`src/rtl/keypad_display_ctrl.sv`:
```
// Matrix keypad scanner with press/release debounce FSM feeding an N-digit,
// time-multiplexed active-low seven-segment display. Optional: KEYPAD_BLANK_EN.
module keypad_display_ctrl #(
    parameter int NUM_ROWS        = 4,
    parameter int NUM_COLS        = 4,
    parameter int NUM_DIGITS      = 2,
    parameter int ROW_DWELL       = 4,
    parameter int DEBOUNCE_CYCLES = 16,
    parameter int MUX_DIV         = 12
) (
    input  logic                  clk,
    input  logic                  reset,
    input  logic [NUM_COLS-1:0]   col,
    output logic [NUM_ROWS-1:0]   r_sel,
    output logic                  key_valid,
    output logic [3:0]            key_code,
    output logic [6:0]            seg,
    output logic [NUM_DIGITS-1:0] digit_en
);

    localparam int ROW_W = $clog2(NUM_ROWS);
    localparam int COL_W = $clog2(NUM_COLS);
    localparam int DW_W  = $clog2(ROW_DWELL);
    localparam int DEB_W = $clog2(DEBOUNCE_CYCLES + 1);
    localparam int IDX_W = (NUM_DIGITS > 1) ? $clog2(NUM_DIGITS) : 1;

    localparam logic [1:0] ST_SCAN      = 2'd0;
    localparam logic [1:0] ST_DEB_PRESS = 2'd1;
    localparam logic [1:0] ST_HELD      = 2'd2;
    localparam logic [1:0] ST_DEB_REL   = 2'd3;

    localparam logic [6:0] SEG_BLANK = 7'b1111111;
`ifdef KEYPAD_BLANK_EN
    localparam logic [6:0] SEG_RESET = 7'b1111111;
`else
    localparam logic [6:0] SEG_RESET = 7'b1000000;
`endif

    function automatic logic [6:0] hex7_f(input logic [3:0] v);
        logic [6:0] s;
        case (v)
            4'h0:    s = 7'b1000000;
            4'h1:    s = 7'b1111001;
            4'h2:    s = 7'b0100100;
            4'h3:    s = 7'b0110000;
            4'h4:    s = 7'b0011001;
            4'h5:    s = 7'b0010010;
            4'h6:    s = 7'b0000010;
            4'h7:    s = 7'b1111000;
            4'h8:    s = 7'b0000000;
            4'h9:    s = 7'b0010000;
            4'hA:    s = 7'b0001000;
            4'hB:    s = 7'b0000011;
            4'hC:    s = 7'b1000110;
            4'hD:    s = 7'b0100001;
            4'hE:    s = 7'b0000110;
            4'hF:    s = 7'b0001110;
            default: s = 7'b1111111;
        endcase
        return s;
    endfunction

    // The 4x4 board uses a phone-style legend; other sizes use a linear index.
    function automatic logic [3:0] key_code_f(input logic [ROW_W-1:0] r,
                                              input logic [COL_W-1:0] c);
        logic [3:0] lin4;
        logic [3:0] code;
        lin4 = 4'(int'(r) * NUM_COLS + int'(c));
        if (NUM_ROWS == 4 && NUM_COLS == 4) begin
            case (lin4)
                4'd0:    code = 4'h1;
                4'd1:    code = 4'h2;
                4'd2:    code = 4'h3;
                4'd3:    code = 4'hA;
                4'd4:    code = 4'h4;
                4'd5:    code = 4'h5;
                4'd6:    code = 4'h6;
                4'd7:    code = 4'hB;
                4'd8:    code = 4'h7;
                4'd9:    code = 4'h8;
                4'd10:   code = 4'h9;
                4'd11:   code = 4'hC;
                4'd12:   code = 4'hE;
                4'd13:   code = 4'h0;
                4'd14:   code = 4'hF;
                4'd15:   code = 4'hD;
                default: code = 4'h0;
            endcase
        end else begin
            code = lin4;
        end
        return code;
    endfunction

    function automatic logic [ROW_W-1:0] next_row_f(input logic [ROW_W-1:0] r);
        return (r == ROW_W'(NUM_ROWS - 1)) ? ROW_W'(0) : r + ROW_W'(1);
    endfunction

    logic [NUM_COLS-1:0]   col_meta_q;
    logic [NUM_COLS-1:0]   col_s_q;
    logic [1:0]            state_q,     state_d;
    logic [ROW_W-1:0]      row_q,       row_d;
    logic [DW_W-1:0]       dwell_q,     dwell_d;
    logic [ROW_W-1:0]      lat_row_q,   lat_row_d;
    logic [COL_W-1:0]      lat_col_q,   lat_col_d;
    logic [DEB_W-1:0]      deb_cnt_q,   deb_cnt_d;
    logic                  key_valid_q, key_valid_d;
    logic [3:0]            key_code_q,  key_code_d;
    logic [3:0]            digit_q [NUM_DIGITS];
    logic [3:0]            digit_d [NUM_DIGITS];
`ifdef KEYPAD_BLANK_EN
    logic [NUM_DIGITS-1:0] valid_q,     valid_d;
`endif
    logic [MUX_DIV-1:0]    mux_cnt_q,   mux_cnt_d;
    logic [IDX_W-1:0]      idx_q,       idx_d;
    logic [NUM_ROWS-1:0]   r_sel_q,     r_sel_d;
    logic [6:0]            seg_q,       seg_d;
    logic [NUM_DIGITS-1:0] digit_en_q,  digit_en_d;

    logic                  any_low_s;
    logic                  lat_low_s;
    logic                  accept_s;
    logic [COL_W-1:0]      low_col_s;

    assign any_low_s = ~(&col_s_q);
    assign lat_low_s = ~col_s_q[lat_col_q];

    // Lowest-index closed column on the driven row.
    always_comb begin
        low_col_s = COL_W'(0);
        for (int c = NUM_COLS - 1; c >= 0; c--) begin
            low_col_s = col_s_q[c] ? low_col_s : COL_W'(c);
        end
    end

    // Scan / press-debounce / held / release-debounce next-state logic.
    always_comb begin
        state_d     = state_q;
        row_d       = row_q;
        dwell_d     = dwell_q;
        lat_row_d   = lat_row_q;
        lat_col_d   = lat_col_q;
        deb_cnt_d   = deb_cnt_q;
        key_valid_d = 1'b0;
        key_code_d  = key_code_q;
        accept_s    = 1'b0;
        case (state_q)
            ST_SCAN: begin
                if (dwell_q == DW_W'(ROW_DWELL - 1)) begin
                    dwell_d = DW_W'(0);
                    if (any_low_s) begin
                        lat_row_d = row_q;
                        lat_col_d = low_col_s;
                        deb_cnt_d = DEB_W'(0);
                        state_d   = ST_DEB_PRESS;
                    end else begin
                        row_d = next_row_f(row_q);
                    end
                end else begin
                    dwell_d = dwell_q + DW_W'(1);
                end
            end
            ST_DEB_PRESS: begin
                if (lat_low_s) begin
                    if (deb_cnt_q == DEB_W'(DEBOUNCE_CYCLES - 1)) begin
                        key_valid_d = 1'b1;
                        key_code_d  = key_code_f(lat_row_q, lat_col_q);
                        accept_s    = 1'b1;
                        deb_cnt_d   = DEB_W'(0);
                        state_d     = ST_HELD;
                    end else begin
                        deb_cnt_d = deb_cnt_q + DEB_W'(1);
                    end
                end else begin
                    deb_cnt_d = DEB_W'(0);
                    row_d     = next_row_f(lat_row_q);
                    dwell_d   = DW_W'(0);
                    state_d   = ST_SCAN;
                end
            end
            ST_HELD: begin
                if (lat_low_s) begin
                    state_d = ST_HELD;
                end else begin
                    deb_cnt_d = DEB_W'(0);
                    state_d   = ST_DEB_REL;
                end
            end
            ST_DEB_REL: begin
                if (lat_low_s) begin
                    deb_cnt_d = DEB_W'(0);
                    state_d   = ST_HELD;
                end else if (deb_cnt_q == DEB_W'(DEBOUNCE_CYCLES - 1)) begin
                    deb_cnt_d = DEB_W'(0);
                    row_d     = next_row_f(lat_row_q);
                    dwell_d   = DW_W'(0);
                    state_d   = ST_SCAN;
                end else begin
                    deb_cnt_d = deb_cnt_q + DEB_W'(1);
                end
            end
            default: begin
                state_d   = ST_SCAN;
                row_d     = ROW_W'(0);
                dwell_d   = DW_W'(0);
                deb_cnt_d = DEB_W'(0);
            end
        endcase
        r_sel_d = ~(NUM_ROWS'(1) << row_d);
    end

    // Display buffer shift and digit multiplexer; seg and digit_en are
    // computed from the same next index so they update on the same edge.
    always_comb begin
        digit_d[0] = accept_s ? key_code_d : digit_q[0];
        for (int i = 1; i < NUM_DIGITS; i++) begin
            digit_d[i] = accept_s ? digit_q[i-1] : digit_q[i];
        end
`ifdef KEYPAD_BLANK_EN
        valid_d[0] = accept_s ? 1'b1 : valid_q[0];
        for (int i = 1; i < NUM_DIGITS; i++) begin
            valid_d[i] = accept_s ? valid_q[i-1] : valid_q[i];
        end
`endif
        mux_cnt_d = mux_cnt_q + MUX_DIV'(1);
        if (&mux_cnt_q) begin
            idx_d = (idx_q == IDX_W'(NUM_DIGITS - 1)) ? IDX_W'(0) : idx_q + IDX_W'(1);
        end else begin
            idx_d = idx_q;
        end
        digit_en_d = {NUM_DIGITS{1'b0}};
        for (int i = 0; i < NUM_DIGITS; i++) begin
            digit_en_d[i] = (idx_d == IDX_W'(i));
        end
`ifdef KEYPAD_BLANK_EN
        seg_d = valid_d[idx_d] ? hex7_f(digit_d[idx_d]) : SEG_BLANK;
`else
        seg_d = hex7_f(digit_d[idx_d]);
`endif
    end

    // State and output registers; columns idle high through the synchroniser.
    always_ff @(posedge clk or negedge reset) begin
        if (!reset) begin
            col_meta_q  <= {NUM_COLS{1'b1}};
            col_s_q     <= {NUM_COLS{1'b1}};
            state_q     <= ST_SCAN;
            row_q       <= ROW_W'(0);
            dwell_q     <= DW_W'(0);
            lat_row_q   <= ROW_W'(0);
            lat_col_q   <= COL_W'(0);
            deb_cnt_q   <= DEB_W'(0);
            key_valid_q <= 1'b0;
            key_code_q  <= 4'h0;
            for (int i = 0; i < NUM_DIGITS; i++) begin
                digit_q[i] <= 4'h0;
            end
`ifdef KEYPAD_BLANK_EN
            valid_q     <= {NUM_DIGITS{1'b0}};
`endif
            mux_cnt_q   <= MUX_DIV'(0);
            idx_q       <= IDX_W'(0);
            r_sel_q     <= ~NUM_ROWS'(1);
            seg_q       <= SEG_RESET;
            digit_en_q  <= NUM_DIGITS'(1);
        end else begin
            col_meta_q  <= col;
            col_s_q     <= col_meta_q;
            state_q     <= state_d;
            row_q       <= row_d;
            dwell_q     <= dwell_d;
            lat_row_q   <= lat_row_d;
            lat_col_q   <= lat_col_d;
            deb_cnt_q   <= deb_cnt_d;
            key_valid_q <= key_valid_d;
            key_code_q  <= key_code_d;
            for (int i = 0; i < NUM_DIGITS; i++) begin
                digit_q[i] <= digit_d[i];
            end
`ifdef KEYPAD_BLANK_EN
            valid_q     <= valid_d;
`endif
            mux_cnt_q   <= mux_cnt_d;
            idx_q       <= idx_d;
            r_sel_q     <= r_sel_d;
            seg_q       <= seg_d;
            digit_en_q  <= digit_en_d;
        end
    end

    assign r_sel     = r_sel_q;
    assign key_valid = key_valid_q;
    assign key_code  = key_code_q;
    assign seg       = seg_q;
    assign digit_en  = digit_en_q;

endmodule
```
`config.mk`:
```
export PLATFORM = sky130hd
export DESIGN_NAME = keypad_display_ctrl
export DESIGN_NICKNAME = d
export VERILOG_FILES = /design/src/rtl/keypad_display_ctrl.sv
export SDC_FILE = /design/constraint.sdc
export NUM_CORES = 1
export LEC_CHECK = 0
export CELL_PAD_IN_SITES_DETAIL_PLACEMENT = 1
export CELL_PAD_IN_SITES_GLOBAL_PLACEMENT = 2
export CORE_AREA = 2 2 87 89
export DETAILED_ROUTE_END_ITERATION = 7
export DIE_AREA = 0 0 89 91
export GPL_ROUTABILITY_DRIVEN = 1
export GPL_TIMING_DRIVEN = 0
export PLACE_DENSITY = 0.83
export SLEW_MARGIN = 20
export SYNTH_ARGS = -nofsm -noshare
export SYNTH_HDL_FRONTEND = slang
export SYNTH_SLANG_ARGS = --single-unit
```
`constraint.sdc`:
```
create_clock -name clk -period 6.95 [get_ports clk]
set_input_delay 0.695 -clock clk [delete_from_list [all_inputs] [get_ports clk]]
set_output_delay 0.695 -clock clk [all_outputs]
set_load 0.01 [all_outputs]
```
==> flow_metrics.tcl, run 1 <==
set metrics [dict create \
    clock_skew_ns 0.01108 \
    area_delta_synth_final_pct 19.31 \
    worst-path-buf-inv 2 \
    ys_ff_latch 61 \
    crit_family "simple AND/OR/NAND/NOR gates" \
    rsz0062_at_grt "false" \
    outcome "finished, final reports clean" \
    nets 299 \
    yosys-mux-area-fraction_pct 8.793 \
    cts_tree "done" \
    die-area_mm2 0.008099 \
    overflow 0 \
    ff_latch_area_mm2 0.001543 \
    min-delay-path-class "in -> async" \
    viasPerCell 4.992 \
    stdcell_count 381 \
    critPathLaunchType "register" \
    grt_max_degree 52 \
    slew_headroom_pct 45.87 \
    cts-root-buf "clkbuf_8" \
    tns_ns 0 \
    power_leakage_uw 0.001579 \
    async_reset_ff_share_pct 100.0 \
    htree_num_levels 3 \
    dr_total_vias 1902 \
    dpl_worst_slack_ns 3.985 \
    slew_violations 0 \
    clk_pin_slew_ns 0.07 \
    crit_slowest_cell "o221ai_1" \
    yosysUniqueCellTypes 52 \
    finalHoldViolations 0 \
    die_h_um 91 \
    path_depth 11 \
    syn_avg_cell_area_um2 11.99 \
    drtPass1Iterations 4 \
    core_area_mm2 0.007137 \
    synth_top_area_share_pct 41.38 \
    initial_utilization_pct 40.67 \
    cp.required_ns 7.17 \
    grt_pass1_vias 1923 \
    yosys.area_share.simple_pct 12.76 \
    fillers 798 \
    drc 0 \
    period_minus_slack_ns 2.928 \
    synth-compound-area-share_pct 10.43 \
    path_cells "ha_1 > nand2_2 > nor4_4 > xnor2_2 > or2_1 > o221ai_1 > inv_2 > ha_1 > inv_1 > nor3_1 > a211o_1" \
    syn_nets 264 \
    synth_edf_count 0 \
    cts_made_buffers 9 \
    io_pins 24 \
    r2r_cells 11 \
    synth_xor_area_share_pct 4.440 \
    critPathMaxStageDelay_ns 0.42 \
    synthFlopType "dfrtp_1" \
    post-dp-hpwl_mm 3.748 \
    crit_path_frequent_cell "ha_1" \
    cp-end-kind "register" \
    cts_hold_buf 0 \
    synth_top_family_by_area "simple AND/OR/NAND/NOR gates" \
    synthAdderAreaFrac_pct 6.897 \
    synth_seq_area_share_pct 53.15 \
    yosys_warnings 0 \
    antenna_found_initial 0 \
    multi_input_area_mm2 0.001257 \
    gp_congestion 0.7400 \
    worstPathMaxFanout 8 \
    cts_buffer_depth 2 \
    vdd_drop_max_v 0.0001489 \
    drive_gt1_share_pct 18.09 \
    fin_ws_ns 4.022 \
    synth_cells 242 \
    fp.dieW_um 89 \
    min_period_over_period_pct 42.14 \
    clkSinkCount 61 \
    io_buffer_count 23 \
    grt_first_pass_wirelength_mm 9.335 \
    synth_area_leaders "dfrtp_1, dfstp_2, ha_1, mux2i_1, nand2_1" \
    crit_type "reg -> reg" \
    dp_cells 365 \
    diodes 0 \
    fin_util_pct 48.53 \
    setup_viol 0 \
    tightest_slew_ns 0.8065 \
    cp.arrival_ns 3.15 \
    cap_violations 0 \
    wl_per_cell_um 13.98 \
    grt_use_total_pct 15.13 \
    clk_latency_ns 0.34 \
    antenna_left 0 \
    drt-initial-drc-count 75 \
    fmax_ghz 0.3415 \
    cts-resized-gates 0 \
    synth_area_leader_cell "dfrtp_1" \
    synth_area_mm2 0.002903 \
    powerDensity_mw_per_mm2 287.3 \
    cts_setup_buffers 0 \
    wl_mm 5.326 \
    core.rowCount 31 \
]
## routing by layer
metal | up-vias | routed length [um] | track usage, %
met5 | - | 0 | 0
met4 | 0 | 119 | 6.716
met3 | 10 | 161 | 4.909
met2 | 28 | 2454 | 21.89
met1 | 953 | 2590 | 20.57
li1 | 911 | - | -
## per-stage QoR
stage                     hold slack, ns  total power, uW  area, um^2
final                             0.1891            995.2        3463
after global routing              0.1805             1069        3463
after CTS                         0.1817             1010        3463
after detailed placement          0.3478            710.8        3282
after global placement            0.3471            696.7        3257
after floorplan                   0.3452            624.0        2903
## power by group
part,leakage [uW],internal (uW),switching (uW)
clock network,0.0000937,159,136
registers,0.000773,405,35.0
logic,0.000712,115,145
total,0.00158,679,316
## flip-flops by register name, summed over array words and instances (netlist names), 4 cells and up, named ones only
name        cells
key_code        4
col_meta_q      4
deb_cnt_q       5
digit_q         8
mux_cnt_q      12
col_s_q         4
seg             7
r_sel           4
## cells by family (layout without fill, tap and decap cells)
family	Yosys count	count (layout)
AOI/OAI and AO/OA	42	42
xor gates and xnor gates	13	13
and+or+nand+nor	66	66
buffers and inverters	22	62
adders and majority gates	16	16
DFF	61	61
muxes	22	22
## layout make-up
class / count / area share [%]
clock inverters: 1 / 0.1445
plain buffers: 8 / 1.445
well taps: 99 / 3.577
repair buffers: 24 / 7.370
inverters: 14 / 1.517
flip-flops and latches: 61 / 44.54
multi-input cells: 159 / 36.31
clock buffers: 15 / 5.094
## Yosys cell counts (all sizes together) (2+ instances only)
master / n
a21oi: 8
a22o: 3
a31oi: 2
and2: 3
and3: 3
buf: 5
clkbuf: 3
dfrtp: 48
dfstp: 13
ha: 16
inv: 14
mux2: 8
mux2i: 12
mux4: 2
nand2: 18
nand2b: 3
nand3: 11
nand3b: 2
nand4: 3
nor2: 11
nor2b: 3
nor4: 2
o21a: 7
o21ai: 11
o221ai: 3
o31ai: 2
or2: 3
xnor2: 8
xor2: 5
## layout by cell type (no fill, tap or decap), types with 3 or more instances in the layout
master,Yosys,routed
dfstp_2,13,13
a21oi_1,8,8
dfrtp_1,48,48
o21a_1,7,7
nor2b_1,3,3
inv_1,13,13
and3_1,3,3
o21ai_1,3,3
and2_1,3,3
a22o_1,3,3
nand2_1,17,17
xnor2_1,6,6
o21ai_0,8,8
xor2_1,5,5
mux2_1,3,3
nor2_1,11,11
clkbuf_1,3,6
ha_1,16,16
nand2b_1,3,3
nand3_1,10,10
mux2_2,5,5
clkbuf_8,0,12
clkdlybuf4s50_1,0,22
mux2i_1,12,12
## path summary, 6_finish.rpt
path                                from  slack, ns         end
hold / removal                     reset       0.19    r_sel[0]
setup reg to reg            mux_cnt_q[0]       4.02      seg[0]
min in group clk           col_meta_q[0]       0.35  col_s_q[0]
setup / recovery            mux_cnt_q[0]       4.02      seg[0]
hold reg to reg            col_meta_q[0]       0.35  col_s_q[0]
max in group asynchronous          reset       6.20  col_s_q[2]
No activity file was read; power rests on OpenSTA's default activity.
==> run 2, diff against run 1 <==
--- a/config.mk
+++ b/config.mk
@@ -7,12 +7,12 @@
 export LEC_CHECK = 0
 export CELL_PAD_IN_SITES_DETAIL_PLACEMENT = 1
 export CELL_PAD_IN_SITES_GLOBAL_PLACEMENT = 2
-export CORE_AREA = 2 2 87 89
+export CORE_AREA = 2 2 95 97
 export DETAILED_ROUTE_END_ITERATION = 7
-export DIE_AREA = 0 0 89 91
+export DIE_AREA = 0 0 97 99
 export GPL_ROUTABILITY_DRIVEN = 1
 export GPL_TIMING_DRIVEN = 0
-export PLACE_DENSITY = 0.83
+export PLACE_DENSITY = 0.74
 export SLEW_MARGIN = 20
 export SYNTH_ARGS = -nofsm -noshare
 export SYNTH_HDL_FRONTEND = slang
==> constraint.sdc (replaced) <==
create_clock -name clk -period 2.58 [get_ports clk]
set_input_delay 0.258 -clock clk [delete_from_list [all_inputs] [get_ports clk]]
set_output_delay 0.258 -clock clk [all_outputs]
set_load 0.01 [all_outputs]
==> flow_metrics.tcl, run 2 (synthesis results as in run 1) <==
set metrics [dict create \
    period_minus_slack_ns 2.443 \
    tightest_slew_ns 0.7491 \
    dr_total_vias 1980 \
    placed_cell_area_mm2 0.003299 \
    grt_first_pass_wirelength_mm 9.687 \
    worst-path-buf-inv 2 \
    initial_utilization_pct 33.95 \
    path_depth 8 \
    antenna_left 0 \
    finalHoldViolations 0 \
    cts_tree "done" \
    clk_pin_slew_ns 0.07 \
    die-area_mm2 0.009603 \
    drtPass1Iterations 4 \
    cts_made_buffers 9 \
    drc 0 \
    slew_headroom_pct 49.72 \
    clkSinkCount 61 \
    clock_skew_ns 0.009082 \
    core_area_mm2 0.008551 \
    slew_violations 0 \
    nets 317 \
    post-dp-hpwl_mm 3.811 \
    vdd_drop_max_v 0.0004515 \
    layout_commonest_cell "dfrtp_1" \
    fmax_ghz 0.4093 \
    ff_latch_area_mm2 0.001546 \
    cp.required_ns 2.86 \
    gp_congestion 0.7218 \
    powerDensity_mw_per_mm2 786.0 \
    core.rowCount 34 \
    regMostFlops "mux_cnt_q" \
    clk_latency_ns 0.34 \
    fp.dieW_um 97 \
    fillers 918 \
    grt_use_total_pct 12.79 \
    htree_num_levels 3 \
    worstPathMaxFanout 10 \
    ff2ff_setup_slack_ns 0.14 \
    path_cells "mux4_2 > and4bb_4 > xnor2_4 > buf_4 > o221a_4 > buf_6 > mux2i_1 > a22o_1" \
    crit_slowest_cell "mux4_2" \
    cp-end-kind "register" \
    grt_max_degree 52 \
    critPathLaunchType "register" \
    critPathMaxStageDelay_ns 0.50 \
    wl_mm 5.645 \
    rr_startpoint "lat_col_q[1]" \
    largest_register_ff_count 12 \
    drt-initial-drc-count 79 \
    area_delta_synth_final_pct 32.59 \
    min_period_over_period_pct 94.69 \
    crit_family "multiplexers" \
    setup_viol 0 \
    final_cell_area_mm2 0.003849 \
    cts-root-buf "clkbuf_8" \
    cap_violations 0 \
    min-delay-path-class "in -> async" \
    fin_util_pct 45.01 \
    antenna_found_initial 0 \
    final_cell_mix "dfrtp_1, clkdlybuf4s50_1, nand2_1, buf_4, dfstp_2" \
    drive_gt1_share_pct 28.33 \
    power_leakage_uw 0.001711 \
    wl_per_cell_um 13.84 \
    io_buffer_count 23 \
    overflow 0 \
    rsz0062_at_grt "true" \
    diodes 0 \
    multi_input_area_mm2 0.001399 \
    cp.arrival_ns 2.72 \
    io_pins 24 \
    r2r_cells 8 \
    cts_buffer_depth 2 \
    die_h_um 99 \
    crit_type "reg -> reg" \
    outcome "finished, final reports clean" \
    r2r-end "seg[6]" \
    viasPerCell 4.853 \
    grt_pass1_vias 2038 \
]
[run 2: cell types whose count changed in the layout (fill, tap and decap cells not counted), moves of 3 or more]
| cell | delta |
|---|---|
| buf_4 | +15 |
| buf_6 | +3 |
| bufinv_16 | +3 |
| dfrtp_1 | -3 |
| dfrtp_2 | +3 |
| ha_1 | -6 |
| ha_4 | +4 |
| inv_1 | -3 |
| inv_2 | +3 |
| o221ai_4 | +3 |
[run 2: worst max-delay path by stage]
stage                 startpoint      to  slack, ns
floorplan           lat_col_q[1]  seg[0]       0.03
global route        mux_cnt_q[0]  seg[4]      -0.03
CTS                 mux_cnt_q[1]  seg[0]      0.009
global placement           reset  seg[4]      -0.75
detailed placement  lat_col_q[1]  seg[0]      -0.28
finish              lat_col_q[1]  seg[6]       0.14
[run 2: final cells by class]
class                           instances  share of cell area [%]
Multi-Input combinational cell        159                   36.35
Clock buffer                           13                   4.389
Clock inverter                          3                   2.341
Tap cell                              108                   3.511
Sequential cell                        61                   40.18
Timing Repair Buffer                   42                   10.40
Inverter                               14                   1.365
Buffer                                  8                   1.463
[run 2: repair_timing]
| item | 4_1_cts | 5_1_grt |
|---|---|---|
| gates resized for setup | 11 | 18 |
| endpoints found under the setup margin | 7 | 4 |
| hold endpoints to repair | 10 | 0 |
| buffers inserted | 6 | 11 |
| hold buffers | 1 | 0 |
| pin swaps | 7 | 11 |
[run 2: stage by stage]
stage / hold slack, ns / setup TNS [ns] / power [uW] / instances / setup slack, ns
floorplan: -0.03759 / 0 / 1681 / 242 / 0.02750
global placement: 0.3460 / -37.44 / 1882 / 373 / -0.7516
detailed placement: 0.1098 / -1.154 / 1920 / 374 / -0.2825
CTS: 0.2890 / 0 / 3066 / 397 / 0.009480
global route: 0.2859 / -0.03262 / 3255 / 408 / -0.02501
finish: 0.3003 / 0 / 3025 / 408 / 0.1370
[run 2: power by group]
group          total, uW  switching [uW]  internal (uW)
combinational        758             418            340
sequential          1180            88.5           1090
clock               1080             362            722
total               3030             868           2160
[run 2: layer usage]
layer,wire length [um],track usage [%],up-vias,part of all wire [%]
met5,0,0,-,0
met4,98,5.850,0,1.7
met3,238,4.397,8,4.2
met2,2831,21.37,29,50
met1,2477,14.91,993,44
li1,-,-,950,-
==> run 3, diff against run 2 <==
--- a/config.mk
+++ b/config.mk
@@ -17,3 +17,4 @@
 export SYNTH_ARGS = -nofsm -noshare
 export SYNTH_HDL_FRONTEND = slang
 export SYNTH_SLANG_ARGS = --single-unit
+export TNS_END_PERCENT = 50
==> results of run 3 <==
No change in the layout: final DEF, timing and power equal those of run 2.
